`src/rtl/spike_window_controller.sv`:
```
`default_nettype none
// ============================================================================
//  Module   : spike_window_controller
//  Purpose  : Sequences one classification window over a bank of spike
//             counters: clear, run for W timesteps, settle, snapshot, then
//             serially scan the snapshot for the max-count (winning) neuron.
//  Revision : 1.0  initial release
// ----------------------------------------------------------------------------
//  Ports
//    clk            in   system clock, rising edge
//    rst_n          in   asynchronous reset, active low
//    start_i        in   begin a window (honoured in IDLE only)
//    abort_i        in   cancel the active window
//    window_len_i   in   timesteps in the window, captured with start_i
//    counter_in_i   in   flattened counts, neuron i at [i*COUNTER_SIZE +: COUNTER_SIZE]
//    counters_rst_o out  active-high clear to the spike counters
//    step_en_o      out  network timestep enable
//    busy_o         out  high in every state except IDLE
//    done_o         out  one-cycle pulse, winner outputs just updated
//    winner_idx_o   out  index of the max count (lowest index on ties)
//    winner_count_o out  max count value
//    winner_valid_o out  max count is nonzero
//    tie_o          out  another neuron shares the max count
// ============================================================================
module spike_window_controller #(
    parameter int NUM_INPUTS    = 4,
    parameter int COUNTER_SIZE  = 4,
    parameter int WINDOW_WIDTH  = 16,
    parameter int SETTLE_CYCLES = 2
) (
    input  logic                                                 clk,
    input  logic                                                 rst_n,
    input  logic                                                 start_i,
    input  logic                                                 abort_i,
    input  logic [WINDOW_WIDTH-1:0]                              window_len_i,
    input  logic [NUM_INPUTS*COUNTER_SIZE-1:0]                   counter_in_i,
    output logic                                                 counters_rst_o,
    output logic                                                 step_en_o,
    output logic                                                 busy_o,
    output logic                                                 done_o,
    output logic [((NUM_INPUTS > 1) ? $clog2(NUM_INPUTS) : 1)-1:0] winner_idx_o,
    output logic [COUNTER_SIZE-1:0]                              winner_count_o,
    output logic                                                 winner_valid_o,
    output logic                                                 tie_o
);

    localparam int c_idx_w = (NUM_INPUTS > 1) ? $clog2(NUM_INPUTS) : 1;
    localparam int c_set_w = (SETTLE_CYCLES > 1) ? $clog2(SETTLE_CYCLES) : 1;

    localparam logic [c_idx_w-1:0]      c_idx_one     = c_idx_w'(1);
    localparam logic [c_idx_w-1:0]      c_idx_last    = c_idx_w'(NUM_INPUTS - 1);
    localparam logic [c_set_w-1:0]      c_settle_last = c_set_w'(SETTLE_CYCLES - 1);
    localparam logic [c_set_w-1:0]      c_set_one     = c_set_w'(1);
    localparam logic [WINDOW_WIDTH-1:0] c_run_one     = {{(WINDOW_WIDTH-1){1'b0}}, 1'b1};

    typedef enum logic [2:0] {
        S_IDLE   = 3'd0,
        S_CLEAR  = 3'd1,
        S_RUN    = 3'd2,
        S_SETTLE = 3'd3,
        S_SCAN   = 3'd4,
        S_DONE   = 3'd5
    } state_t;

    state_t                           state_q, state_d;
    logic [WINDOW_WIDTH-1:0]          run_cnt_q;
    logic [c_set_w-1:0]               settle_cnt_q;
    logic [c_idx_w-1:0]               scan_idx_q;
    logic [NUM_INPUTS*COUNTER_SIZE-1:0] snap_q;
    logic [COUNTER_SIZE-1:0]          max_q, max_d;
    logic [c_idx_w-1:0]               best_q, best_d;
    logic                             tie_q, tie_d;
    logic                             abort_clr_q;

    logic                             start_ok;
    logic                             abort_act;
    logic                             scan_last;
    logic [COUNTER_SIZE-1:0]          cur_count;

    // Abort takes priority over start even in IDLE, so a simultaneous pair
    // never launches a window.
    assign start_ok  = (state_q == S_IDLE) && start_i && !abort_i;
    assign abort_act = (state_q != S_IDLE) && abort_i;
    assign scan_last = (state_q == S_SCAN) && (scan_idx_q == c_idx_last);
    assign cur_count = snap_q[int'(scan_idx_q)*COUNTER_SIZE +: COUNTER_SIZE];

    // ------------------------------------------------------------------
    // FSM state register
    // ------------------------------------------------------------------
    always_ff @(posedge clk or negedge rst_n) begin
        if (!rst_n) begin
            state_q <= S_IDLE;
        end else begin
            state_q <= state_d;
        end
    end

    // ------------------------------------------------------------------
    // FSM next state and Moore outputs
    // ------------------------------------------------------------------
    always_comb begin
        state_d        = state_q;
        counters_rst_o = abort_clr_q;   // one-cycle clear after an abort
        step_en_o      = 1'b0;
        busy_o         = 1'b1;
        done_o         = 1'b0;
        case (state_q)
            S_IDLE: begin
                busy_o = 1'b0;
                if (start_ok) begin
                    state_d = S_CLEAR;
                end
            end
            S_CLEAR: begin
                counters_rst_o = 1'b1;
                state_d        = (run_cnt_q == '0) ? S_SETTLE : S_RUN;
            end
            S_RUN: begin
                step_en_o = 1'b1;
                if (run_cnt_q == c_run_one) begin
                    state_d = S_SETTLE;
                end
            end
            S_SETTLE: begin
                if (settle_cnt_q == '0) begin
                    state_d = S_SCAN;
                end
            end
            S_SCAN: begin
                if (scan_last) begin
                    state_d = S_DONE;
                end
            end
            S_DONE: begin
                done_o  = 1'b1;
                state_d = S_IDLE;
            end
            default: begin
                state_d = S_IDLE;
            end
        endcase
        if (abort_act) begin
            state_d = S_IDLE;
        end
    end

    // ------------------------------------------------------------------
    // Running max comparison for the current scan slot
    // ------------------------------------------------------------------
    always_comb begin
        max_d  = max_q;
        best_d = best_q;
        tie_d  = tie_q;
        if (scan_idx_q == '0) begin
            max_d  = cur_count;
            best_d = '0;
            tie_d  = 1'b0;
        end else if (cur_count > max_q) begin
            max_d  = cur_count;
            best_d = scan_idx_q;
            tie_d  = 1'b0;
        end else if (cur_count == max_q) begin
            tie_d = 1'b1;
        end
    end

    // ------------------------------------------------------------------
    // Datapath registers
    // ------------------------------------------------------------------
    always_ff @(posedge clk or negedge rst_n) begin
        if (!rst_n) begin
            run_cnt_q      <= '0;
            settle_cnt_q   <= '0;
            scan_idx_q     <= '0;
            snap_q         <= '0;
            max_q          <= '0;
            best_q         <= '0;
            tie_q          <= 1'b0;
            abort_clr_q    <= 1'b0;
            winner_idx_o   <= '0;
            winner_count_o <= '0;
            winner_valid_o <= 1'b0;
            tie_o          <= 1'b0;
        end else begin
            abort_clr_q <= abort_act;

            // Window length doubles as the RUN down-counter.
            if (start_ok) begin
                run_cnt_q <= window_len_i;
            end else if (state_q == S_RUN) begin
                run_cnt_q <= run_cnt_q - c_run_one;
            end

            if (state_q == S_SETTLE) begin
                settle_cnt_q <= settle_cnt_q - c_set_one;
            end else begin
                settle_cnt_q <= c_settle_last;
            end

            // Counters are spike-clocked; sample them only once they settle.
            if ((state_q == S_SETTLE) && (settle_cnt_q == '0)) begin
                snap_q <= counter_in_i;
            end

            if (state_q == S_SCAN) begin
                scan_idx_q <= scan_idx_q + c_idx_one;
                max_q      <= max_d;
                best_q     <= best_d;
                tie_q      <= tie_d;
            end else begin
                scan_idx_q <= '0;
            end

            // Results change only when DONE is actually entered.
            if (scan_last && !abort_i) begin
                winner_idx_o   <= best_d;
                winner_count_o <= max_d;
                winner_valid_o <= (max_d != '0);
                tie_o          <= tie_d;
            end
        end
    end

endmodule
`default_nettype wire

```
`config.mk`:
```
export PLATFORM = sky130hd
export DESIGN_NAME = spike_window_controller
export DESIGN_NICKNAME = d
export VERILOG_FILES = /design/src/rtl/spike_window_controller.sv
export SDC_FILE = /design/constraint.sdc
export NUM_CORES = 1
export LEC_CHECK = 0
export CAP_MARGIN = 5
export CORE_MARGIN = 1.5
export CORE_UTILIZATION = 45
export CTS_BUF_LIST = sky130_fd_sc_hd__clkbuf_2
export DETAILED_ROUTE_END_ITERATION = 10
export GPL_TIMING_DRIVEN = 1
export MAX_ROUTING_LAYER = met4
export PLACE_DENSITY_LB_ADDON = 0.08
export RECOVER_POWER = 50
export REMOVE_ABC_BUFFERS = 1
export SYNTH_ARGS = -nofsm -noshare
export SYNTH_HDL_FRONTEND = slang
export SYNTH_SLANG_ARGS = --single-unit
```
`constraint.sdc`:
```
create_clock -name clk -period 3.5 [get_ports clk]
set_clock_uncertainty 0.15 [all_clocks]
set_input_delay 0.525 -clock clk [delete_from_list [all_inputs] [get_ports clk]]
set_output_delay 0.525 -clock clk [all_outputs]
set_load 0.05 [all_outputs]
```
==> Word level (Yosys, flattened, before mapping) <==
Cells that the tools add are included.
{ "word_totals": {"wordCells": 67, "reg_bits": 54, "output_inout_bits": 12} }
{ "classes": {"bitwise_logic": 1, "n_reduce_logical": 14, "muxes": 22, "magnitude_cmp": 1, "addsub": 3, "shifts": 1, "n_eq_ne": 12} }
{ "ops": {"columns": ["operator", "n"], "rows": [
  ["2-to-1 mux 16 bit", 2],
  ["== test 16 x 1 -> 1 bit (second input constant)", 1],
  ["zero test 16 bit", 1],
  ["variable part select 16 x 5 -> 4 bit", 1],
  ["subtractor 16 x 1 -> 16 bit (second input constant)", 1],
  ["2-to-1 mux 3 bit", 5],
  ["case mux 3 bit (5 select lines)", 1],
  ["inequality test 3 bit (second input constant)", 4],
  ["2-to-1 mux 1 bit", 9],
  ["2-to-1 mux 4 bit", 2],
  ["== test 3 x 2 -> 1 bit (second input constant)", 2],
  ["== test 3 bit (second input constant)", 2],
  ["logical AND 1 bit", 6],
  ["2-to-1 mux 2 bit", 3],
  ["== test 4 bit", 1],
  ["> comparator 4 bit", 1],
  ["AND reduction 4 bit", 1],
  ["nonzero test 4 bit", 1],
  ["== test 3 x 1 -> 1 bit (second input constant)", 1],
  ["zero test 3 bit", 1],
  ["nonzero test 3 bit", 1],
  ["adder 2 x 1 -> 2 bit (second input constant)", 1],
  ["== test 2 bit (second input constant)", 1],
  ["zero test 2 bit", 1],
  ["4 further kinds", 4]
]} }

==> Logic depth before layout (Yosys ltp) <==
Gate-level depths: netlist of run 1.
{ "logic_depth": {"ltp_word": 6, "mapped_depth": 9} }

==> Worst setup path before layout of run 1 <==
OpenSTA, ideal clock, no wires.
{ "synth_timing": {"path_type": "reg2reg", "startpoint": "register scan_idx_q[0]", "endpoint": "register max_q[0]", "period_less_slack_ns": 2.821, "path_buffers": 1, "t_arrival_ns": 2.546, "t_required_ns": 3.225, "stages_incl_launch_ff": 8, "setup_slack_ns": 0.679, "setup_ns": 0.125, "path_cell_list": "dfrtp_1 buf_2 mux4_2 ha_1 and4_1 o21ba_2 a21oi_1 mux2_2"} }
{ "synth_via": {"elab_chain_len": 4} }
{ "synth_lines": {"columns": ["element", "line_no", "rtl"], "rows": [
  ["start, declared", "68", "logic [c_idx_w-1:0] scan_idx_q;"],
  ["start signal, assigned", "206", "scan_idx_q <= scan_idx_q + c_idx_one;"],
  ["variable part select 16 x 5 -> 4 bit", "85", "assign cur_count = snap_q[int'(scan_idx_q)*COUNTER_SIZE +: COUNTER_SIZE];"],
  ["> comparator 4 bit", "158", "end else if (cur_count > max_q) begin"],
  ["2-to-1 mux 4 bit", "158", null],
  ["2-to-1 mux 4 bit *", "154", "if (scan_idx_q == '0) begin"],
  ["end signal, assigned", "207", "max_q <= max_d;"],
  ["end, declared", "70", "logic [COUNTER_SIZE-1:0] max_q, max_d;"]
]} }
Every way passes the cells marked *; elsewhere a longest branch is shown, timed or not.
A chain may end at the register's enable or synchronous reset.

==> Worst setup path in the final report of run 1 <==
{ "layout_timing": {"startpoint": "register scan_idx_q[0]", "endpoint": "register winner_valid_o"} }
{ "layout_via": {"elab_chain_len": 5} }
{ "layout_lines": {"columns": ["element", "line_no", "rtl"], "rows": [
  ["variable part select 16 x 5 -> 4 bit", "85", null],
  ["> comparator 4 bit", "158", null],
  ["2-to-1 mux 4 bit", "158", null],
  ["2-to-1 mux 4 bit", "154", null],
  ["nonzero test 4 bit", "218", "winner_valid_o <= (max_d != '0);"],
  ["end signal, assigned", "218", null],
  ["end, declared", "43", "output logic winner_valid_o,"]
]} }
Parallel ways exist; a longest one is shown, timed or not.

==> reports/qor.yml, run 1 <==
global_route:
  grt_use_met1_pct: 25.9
  grt_busiest_layer: "met2"
  grt_util_met2_pct: 26.3
  use_met3_pct: 4.04
  first_global_vias: 1908
  grt_max_degree: 55
  antenna_found_initial: 0
  track_usage_pct: 18.3
  grt_pass1_wl_mm: 8.87
  overflow: 0
logic_synthesis:
  synth_seq_area_share_pct: 48.9
  synth-simple-area-share_pct: 16.4
  yosys-mux-area-fraction_pct: 13.2
  synth-seq-cells: 54
  synth_compound_area_share_pct: 10.4
  netlist_instances: 253
  async_flop_share_pct: 100
  synth_ff_type: "dfrtp_1"
  synthXorXnorAreaFrac_pct: 4.75
  synth_fa_ha_area_share_pct: 3.62
  synth_top_family_by_area: "simple AND/OR/NAND/NOR gates"
  synthDistinctLibCells: 46
  avgSynthCellArea_um2: 10.9
  synth_warnings: 0
  netlist_area_um2: 2760
  synth_enable_flop_cells: 0
layout:
  nNetsFinal: 345
  syn_to_final_growth_pct: 21.5
  num-fill-cells: 547
  antenna_cells: 0
  drive_gt1_share_pct: 14.3
  layout_common_cells: "dfrtp_1 (54), clkdlybuf4s50_1 (46), nor2_1 (29), nand2_1 (23)"
  mostFrequentLayoutCell: "dfrtp_1"
timing:
  hold_viol: 0
  final.period_utilization_pct: 86.5
  holdWs_ps: 257
  max_freq_mhz: 330
  setup_ws_ps: 474
  timing.final.crit_period_ps: 3030
  setup_viol: 0
  tightest_slew_ps: 1330
  finalMaxSlewViolations: 0
  slew_headroom_pct: 11.6
  rsz0062_at_grt: "no"
  fin_tns_setup_ps: 0
placed_design:
  post-place-ws_ps: 498
  dp_hpwl_mm: 3.78
  port_buffers: 47
  globalplace.congestion: 0.765
clocking:
  tritoncts: "yes"
  cts.sinks: 54
  cts_buffers: 5
  root_buffer: "clkbuf_2"
  cts_resized: 0
  path_clk_slew_ps: 250
  cts_hold_buf: 0
  clock_path_buffers: 2
  cts_setup_buffers: 0
  clk_latency_ps: 440
  cts_htree_levels: 2
worst_setup_path:
  worst_ep_arrival_time_ps: 3260
  end_kind: "flip-flop"
  crit_buf_inv: 0
  cpMaxStageDelayCell: "dfrtp_1"
  slowest_delay_ps: 640
  rrSetupSlack_ps: 470
  critPathRequiredTime_ps: 3730
  path_cells: "mux4_2 > ha_1 > and4_1 > o21ba_2 > nand2_1 > mux2_2 > o21ai_0"
  critPathMaxFanout: 9
  cp_top_family: "multiplexers"
  start_kind: "flip-flop"
  crit_type: "reg2reg"
power_and_ir_drop:
  total_power_w: 0.00188
  powerDensity_nw_per_um2: 560
  vdd_ir_drop_max_v: 0.000468
  power.static_leakage_nw: 1.41
detailed_routing:
  drcViolationCount: 0
  ant_nets: 0
  drtPass1Iterations: 4
  via_per_inst: 5.30
  routed_wl_mm: 5.17
  avgRoutedWirePerCell_um: 13.7
  vias: 1994
  drt-initial-drc-count: 83
floorplan:
  ios: 48
  fp.dieH_um: 81.4
  coreArea_um2: 5920
  start_util_pct: 46.7
  die_area_um2: 6620
  fp.dieW_um: 81.4
  num_rows: 28
hold_path:
  holdCritPathClass: "in2async"
flow_run:
  cap_violations: 0
run_status:
  status: "finished, final reports clean"
==> power breakdown <==
group | switching, W | leakage, nW | internal (W) | total (W)
registers | 0.000159 | 0.688 | 0.000769 | 0.000928
clock network | 0.000191 | 0.0365 | 0.000115 | 0.000305
logic | 0.000337 | 0.684 | 0.000311 | 0.000648
total | 0.000687 | 1.41 | 0.00119 | 0.00188
==> metrics by stage <==
step | std cells | util, % | instance area, um2
final | 376 | 56.7 | 3360
after global routing | 376 | 56.7 | 3360
after CTS | 376 | 56.9 | 3370
after detailed placement | 369 | 55.9 | 3310
after global placement | 369 | 55.9 | 3310
after floorplan | 243 | - | 2720
==> layer usage <==
metal / share of wire, % / vias up
li1: - / 988
met1: 50 / 966
met2: 45 / 36
met3: 3.8 / 4
met4: 0.99 / 0
met5: 0 / -
==> Yosys cell counts, types with 2 or more instances <==
library cell  instances  area, um2
a21oi_1              19       95.1
a22oi_1               2       15.0
buf_2                 4       20.0
clkbuf_1              6       22.5
dfrtp_1              54       1350
ha_1                  8        100
inv_1                 9       33.8
mux2_2               19        214
mux2i_1               6       60.1
mux4_2                4       90.1
nand2_1              23       86.3
nand3_1               4       20.0
nor2_1               29        109
nor2b_1               2       12.5
nor4_1                5       31.3
o21ai_0              11       55.1
o31ai_1               5       37.5
or4_4                 2       22.5
xnor2_1              10       87.6
xor2_1                5       43.8
==> flip-flops by register name, indices dropped and copies added, names as in the netlist <==
name and flops:
winner_valid_o 1, winner_idx_o 2, settle_cnt_q 1, best_q 2
snap_q 16, abort_clr_q 1, winner_count_o 4, max_q 4
run_cnt_q 16, tie_o 1, scan_idx_q 2, state_q 3
tie_q 1
==> cell type report <==
type                            instances  area (um2)  area share (%)
Inverter                                9        33.8            1.01
Timing Repair Buffer                   51         485            14.5
Clock buffer                            5        25.0           0.745
Tap cell                               75        93.8            2.79
Sequential cell                        54        1350            40.2
Clock inverter                          2        33.8            1.01
Multi-Input combinational cell        180        1340            39.8
==> worst paths after layout <==
check | cells after the start | from | end
hold / removal | 2 | rst_n | run_cnt_q[3]
setup / recovery | 7 | scan_idx_q[0] | winner_valid_o
hold reg to reg | 2 | winner_count_o[3] | winner_count_o[3]
setup reg to reg | 7 | scan_idx_q[0] | winner_valid_o
max in group asynchronous | 2 | rst_n | snap_q[15]
min in group clk | 2 | winner_count_o[3] | winner_count_o[3]
==> logic make-up (layout without fill, tap and decap cells) <==
logic type / after synthesis / in the layout
simple gates: 81 / 81
fa+ha+maj: 8 / 8
flops: 54 / 54
buf+inv: 19 / 67
compound gates: 47 / 47
mux: 29 / 29
xor+xnor: 15 / 15
Note: power is estimated with default switching activity, not from simulation.
==> inputs of run 2 (changes only) <==
Settings changed: CORE_MARGIN 1.5 to 2.
==> reports/qor.yml, run 2 (same netlist as run 1, synthesis figures left out) <==
clocking:
  path_clk_slew_ps: 290  # was 250 ps
  tritoncts: "yes"  # unchanged
  root_buffer: "clkbuf_2"  # unchanged
  clk_latency_ps: 450  # was 440 ps
  cts_setup_buffers: 0  # unchanged
  cts_hold_buf: 1  # was 0
  cts_buffers: 5  # unchanged
  cts_resized: 0  # unchanged
  cts.sinks: 54  # unchanged
  cts_htree_levels: 2  # unchanged
  clock_path_buffers: 2  # unchanged
worst_setup_path:
  critPathMaxFanout: 13  # was 9
  critPathRequiredTime_ps: 2820  # was 3730 ps
  path_cells: "nor3b_4 > clkdlybuf4s50_1"  # was mux4_2 > ha_1 > and4_1 > o21ba_2 > nand2_1 > mux2_2 > o21ai_0
  cp_top_family: "buffers and inverters"  # was multiplexers
  cpMaxStageDelayCell: "clkdlybuf4s50_1"  # was dfrtp_1
  slowest_delay_ps: 880  # was 640 ps
  crit_buf_inv: 1  # was 0
  worst_ep_arrival_time_ps: 2360  # was 3260 ps
  crit_type: "reg2out"  # was reg2reg
  end_kind: "primary output"  # was flip-flop
  start_kind: "flip-flop"  # unchanged
placed_design:
  globalplace.congestion: 0.781  # was 0.765
  port_buffers: 47  # unchanged
  post-place-ws_ps: 507  # was 498 ps
  dp_hpwl_mm: 3.92  # was 3.78 mm
global_route:
  grt_pass1_wl_mm: 9.02  # was 8.87 mm
  first_global_vias: 1904  # was 1908
  overflow: 0  # unchanged
  track_usage_pct: 18.1  # was 18.3%
  antenna_found_initial: 0  # unchanged
  grt_max_degree: 33  # was 55
floorplan:
  ios: 48  # unchanged
  die_area_um2: 6780  # was 6620 um2
  coreArea_um2: 5920  # unchanged
  num_rows: 28  # unchanged
  fp.dieH_um: 82.4  # was 81.4 um
  fp.dieW_um: 82.4  # was 81.4 um
  start_util_pct: 46.7  # unchanged
hold_path:
  holdCritPathClass: "reg2reg"  # was in2async
power_and_ir_drop:
  powerDensity_nw_per_um2: 566  # was 560 nW/um2
  power.static_leakage_nw: 1.42  # was 1.41 nW
  vdd_ir_drop_max_v: 0.000389  # was 0.000468 V
timing:
  final.period_utilization_pct: 86.8  # was 86.5%
  setup_ws_ps: 461  # was 474 ps
  finalMaxSlewViolations: 33  # was 0
  slew_headroom_pct: -15.3  # was 11.6%
  fin_tns_setup_ps: 0  # unchanged
  timing.final.crit_period_ps: 3040  # was 3030 ps
  max_freq_mhz: 329  # was 330 MHz
  setup_viol: 0  # unchanged
  rsz0062_at_grt: "no"  # unchanged
  holdWs_ps: 373  # was 257 ps
  hold_viol: 0  # unchanged
  tightest_slew_ps: 1730  # was 1330 ps
detailed_routing:
  ant_nets: 0  # unchanged
  drcViolationCount: 0  # unchanged
  via_per_inst: 5.28  # was 5.30
  avgRoutedWirePerCell_um: 14.0  # was 13.7 um
  drtPass1Iterations: 4  # unchanged
  vias: 1995  # was 1994
  routed_wl_mm: 5.31  # was 5.17 mm
  drt-initial-drc-count: 80  # was 83
layout:
  mostFrequentLayoutCell: "dfrtp_1"  # unchanged
  nNetsFinal: 346  # was 345
  syn_to_final_growth_pct: 22.4  # was 21.5%
  drive_gt1_share_pct: 14.5  # was 14.3%
  antenna_cells: 0  # unchanged
  layout_common_cells: "dfrtp_1 (54), clkdlybuf4s50_1 (46), nor2_1 (29), nand2_1 (23)"  # unchanged
  fin_util_pct: 57.1  # was 56.7%
  reg_top3: "run_cnt_q x16, snap_q x16"  # unchanged
flow_run:
  cap_violations: 1  # was 0
run_status:
  violations: "capacitance limit, slew limit"
  status: "finished, violations left"  # was finished, final reports clean
run 2: path summary, 6_finish.rpt:
check                                  start                end  slack, ps  depth (start not counted)
max                               state_q[2]          step_en_o        460                          2
min                        winner_count_o[3]  winner_count_o[3]        370                          2
max reg2reg                    scan_idx_q[0]     winner_valid_o        470                          7
min reg2reg                winner_count_o[3]  winner_count_o[3]        370                          2
max in group asynchronous              rst_n         snap_q[15]        980                          3
min in group asynchronous              rst_n              tie_o        860                          2
run 2: per-stage QoR:
step,power (W),area (um2),instances
floorplan,0.00138,2720,243
global placement,0.00158,3310,369
detailed placement,0.00160,3310,369
CTS,0.00194,3390,378
global route,0.00205,3380,378
finish,0.00191,3380,378
run 2: cell type report:
class | count | area (um2)
Timing Repair Buffer | 52 | 494
Clock buffer | 5 | 25.0
Fill cell | 541 | 2540
Sequential cell | 54 | 1350
Clock inverter | 3 | 47.5
Inverter | 9 | 33.8
Tap cell | 75 | 93.8
Multi-Input combinational cell | 180 | 1340
run 2: power by group:
group	total [W]	internal [W]	switching [W]	leakage [nW]
Combinational	0.000650	0.000310	0.000340	0.686
Clock	0.000334	0.000125	0.000209	0.0436
Sequential	0.000929	0.000769	0.000160	0.688
run 2: worst min-delay path: cells and delay by family, from the launching register on:
family          cells  cell delay, ps
flops               1             410
simple gates        1              50
compound gates      1              60
run 2: routing by layer:
metal	up-vias	share of wire, %	track usage, %
li1	994	-	-
met1	963	52	25.7
met2	33	44	26.3
met3	5	3.1	3.59
met4	0	1.2	5.00
met5	-	0	-
==> inputs of run 3 (changes only) <==
Settings changed: CORE_UTILIZATION 45 to 55, CTS_CLUSTER_DIAMETER set to 30, SLEW_MARGIN set to 30.
==> reports/qor.yml, run 3 (same netlist as run 1, synthesis figures left out) <==
worst_setup_path:
  critPathRequiredTime_ps: 3710  # was 2820 ps
  start_kind: "flip-flop"  # unchanged
  r2r_cells: 7  # unchanged
  crit_type: "reg2reg"  # was reg2out
  end_kind: "flip-flop"  # was primary output
  critPathMaxFanout: 9  # was 13
  rrSetupSlack_ps: 460  # was 470 ps
  worst_ep_arrival_time_ps: 3250  # was 2360 ps
  rr_startpoint: "scan_idx_q[0]"  # unchanged
  r2r-end: "winner_valid_o"  # unchanged
clocking:
  path_clk_slew_ps: 250  # was 290 ps
  root_buffer: "clkbuf_2"  # unchanged
  clk_latency_ps: 420  # was 450 ps
  cts.sinks: 54  # unchanged
  cts_htree_levels: 2  # unchanged
  cts_buffers: 5  # unchanged
  tritoncts: "yes"  # unchanged
  clock_path_buffers: 2  # unchanged
timing:
  slew_headroom_pct: -7.04  # was -15.3%
  setup_viol: 0  # unchanged
  timing.final.crit_period_ps: 3040  # about the same
  final.period_utilization_pct: 86.8  # about the same
  tightest_slew_ps: 1610  # was 1730 ps
  setup_ws_ps: 461  # about the same
  finalMaxSlewViolations: 31  # was 33
  fin_tns_setup_ps: 0  # unchanged
  rsz0062_at_grt: "no"  # unchanged
  max_freq_mhz: 329  # unchanged
  hold_viol: 0  # unchanged
global_route:
  track_usage_pct: 21.6  # was 18.1%
  overflow: 0  # unchanged
  grt_pass1_wl_mm: 8.90  # was 9.02 mm
  first_global_vias: 1920  # was 1904
  use_met3_pct: 4.82  # was 3.59%
  grt_use_met1_pct: 31.9  # was 25.7%
  grt_max_degree: 32  # was 33
  grt_util_met2_pct: 30.1  # was 26.3%
  grt_busiest_layer: "met1"  # was met2
  antenna_found_initial: 0  # unchanged
hold_path:
  hold_start: "winner_count_o[1]"  # was winner_count_o[3]
  holdCritPathClass: "reg2reg"  # unchanged
  hold_depth: 2  # unchanged
  min_to: "winner_count_o[1]"  # was winner_count_o[3]
power_and_ir_drop:
  power.static_leakage_nw: 1.41  # was 1.42 nW
  vdd_ir_drop_max_v: 0.000286  # was 0.000389 V
  powerDensity_nw_per_um2: 558  # was 566 nW/um2
  total_power_w: 0.00187  # was 0.00191 W
layout:
  mostFrequentLayoutCell: "dfrtp_1"  # unchanged
  num-fill-cells: 371  # was 541
  reg_top3: "run_cnt_q x16, snap_q x16"  # unchanged
  finalInstanceArea_um2: 3360  # was 3380 um2
  fin_util_pct: 70.2  # was 57.1%
  syn_to_final_growth_pct: 21.5  # was 22.4%
  drive_gt1_share_pct: 13.9  # was 14.5%
  antenna_cells: 0  # unchanged
  layout_common_cells: "dfrtp_1 (54), clkdlybuf4s50_1 (46), nor2_1 (29), nand2_1 (23)"  # unchanged
  nNetsFinal: 346  # unchanged
run_status:
  violations: "capacitance limit, slew limit"  # unchanged
  status: "finished, violations left"  # unchanged
placed_design:
  dp_hpwl_mm: 3.74  # was 3.92 mm
  globalplace.congestion: 0.898  # was 0.781
  post-place-ws_ps: 509  # was 507 ps
  port_buffers: 47  # unchanged
  place_area_um2: 3300  # was 3310 um2
detailed_routing:
  drt-initial-drc-count: 71  # was 80
  drcViolationCount: 0  # unchanged
  ant_nets: 0  # unchanged
  vias: 2017  # was 1995
  avgRoutedWirePerCell_um: 13.8  # was 14.0 um
  routed_wl_mm: 5.10  # was 5.31 mm
  drtPass1Iterations: 5  # was 4
  via_per_inst: 5.47  # was 5.28
floorplan:
  num_rows: 25  # was 28
  coreArea_um2: 4790  # was 5920 um2
  die_area_um2: 5610  # was 6780 um2
  fp.dieW_um: 74.9  # was 82.4 um
  ios: 48  # unchanged
  start_util_pct: 57.8  # was 46.7%
  fp.dieH_um: 74.9  # was 82.4 um
flow_run:
  cap_violations: 1  # unchanged
-- run 3: changes by cell type in the layout (fill, tap and decap cells not counted), sizes merged --
cell  delta
inv      -1
-- run 3: report_power, final --
part,switching [W],internal [W]
Sequential,0.000160,0.000769
Combinational,0.000336,0.000311
Clock,0.000183,0.000115
Total,0.000679,0.00119
-- run 3: worst max-delay path by stage --
stage,from,end,slack [ps],cells past startpoint
after floorplan,scan_idx_q[0],max_q[0],660,6
after global placement,scan_idx_q[0],winner_valid_o,600,7
after detailed placement,scan_idx_q[0],winner_valid_o,510,7
after CTS,scan_idx_q[0],winner_valid_o,460,7
after global routing,scan_idx_q[0],winner_valid_o,250,7
final,scan_idx_q[0],winner_valid_o,460,7
-- run 3: final cells by class --
class                      instances  area, um2  share of cell area (%)
clock inverter                     2       33.8                    1.01
timing repair buffer              52        494                    14.7
inverter                           9       33.8                    1.01
clock buffer                       5       25.0                   0.745
tap                               67       83.8                    2.50
multi-input combinational        180       1340                    39.8
sequential                        54       1350                    40.2
-- run 3: critical path, cell delays in order (launching register included) --
cell,delay (ps)
dfrtp_1,630
mux4_2,620
ha_1,360
and4_1,250
o21ba_2,230
nand2_1,220
mux2_2,380
o21ai_0,140
-- run 3: through the flow --
stage | instances | hold WS, ps
final | 369 | 366
after global routing | 369 | 408
after CTS | 369 | 373
after detailed placement | 361 | 321
after global placement | 361 | 315
after floorplan | 243 | 79.4
-- run 3: metal layers --
| layer | up-vias | share of wire, % |
|---|---|---|
| li1 | 997 | - |
| met1 | 964 | 50 |
| met2 | 52 | 45 |
| met3 | 4 | 4.1 |
| met4 | 0 | 0.63 |
| met5 | - | 0 |
-- run 3: what timing repair did --
item                                    CTS  global route
endpoints found under the setup margin    0             0
resized for setup                         0             0
buffers inserted                          0             0
hold buffers                              1             0
hold endpoints to repair                 29             0
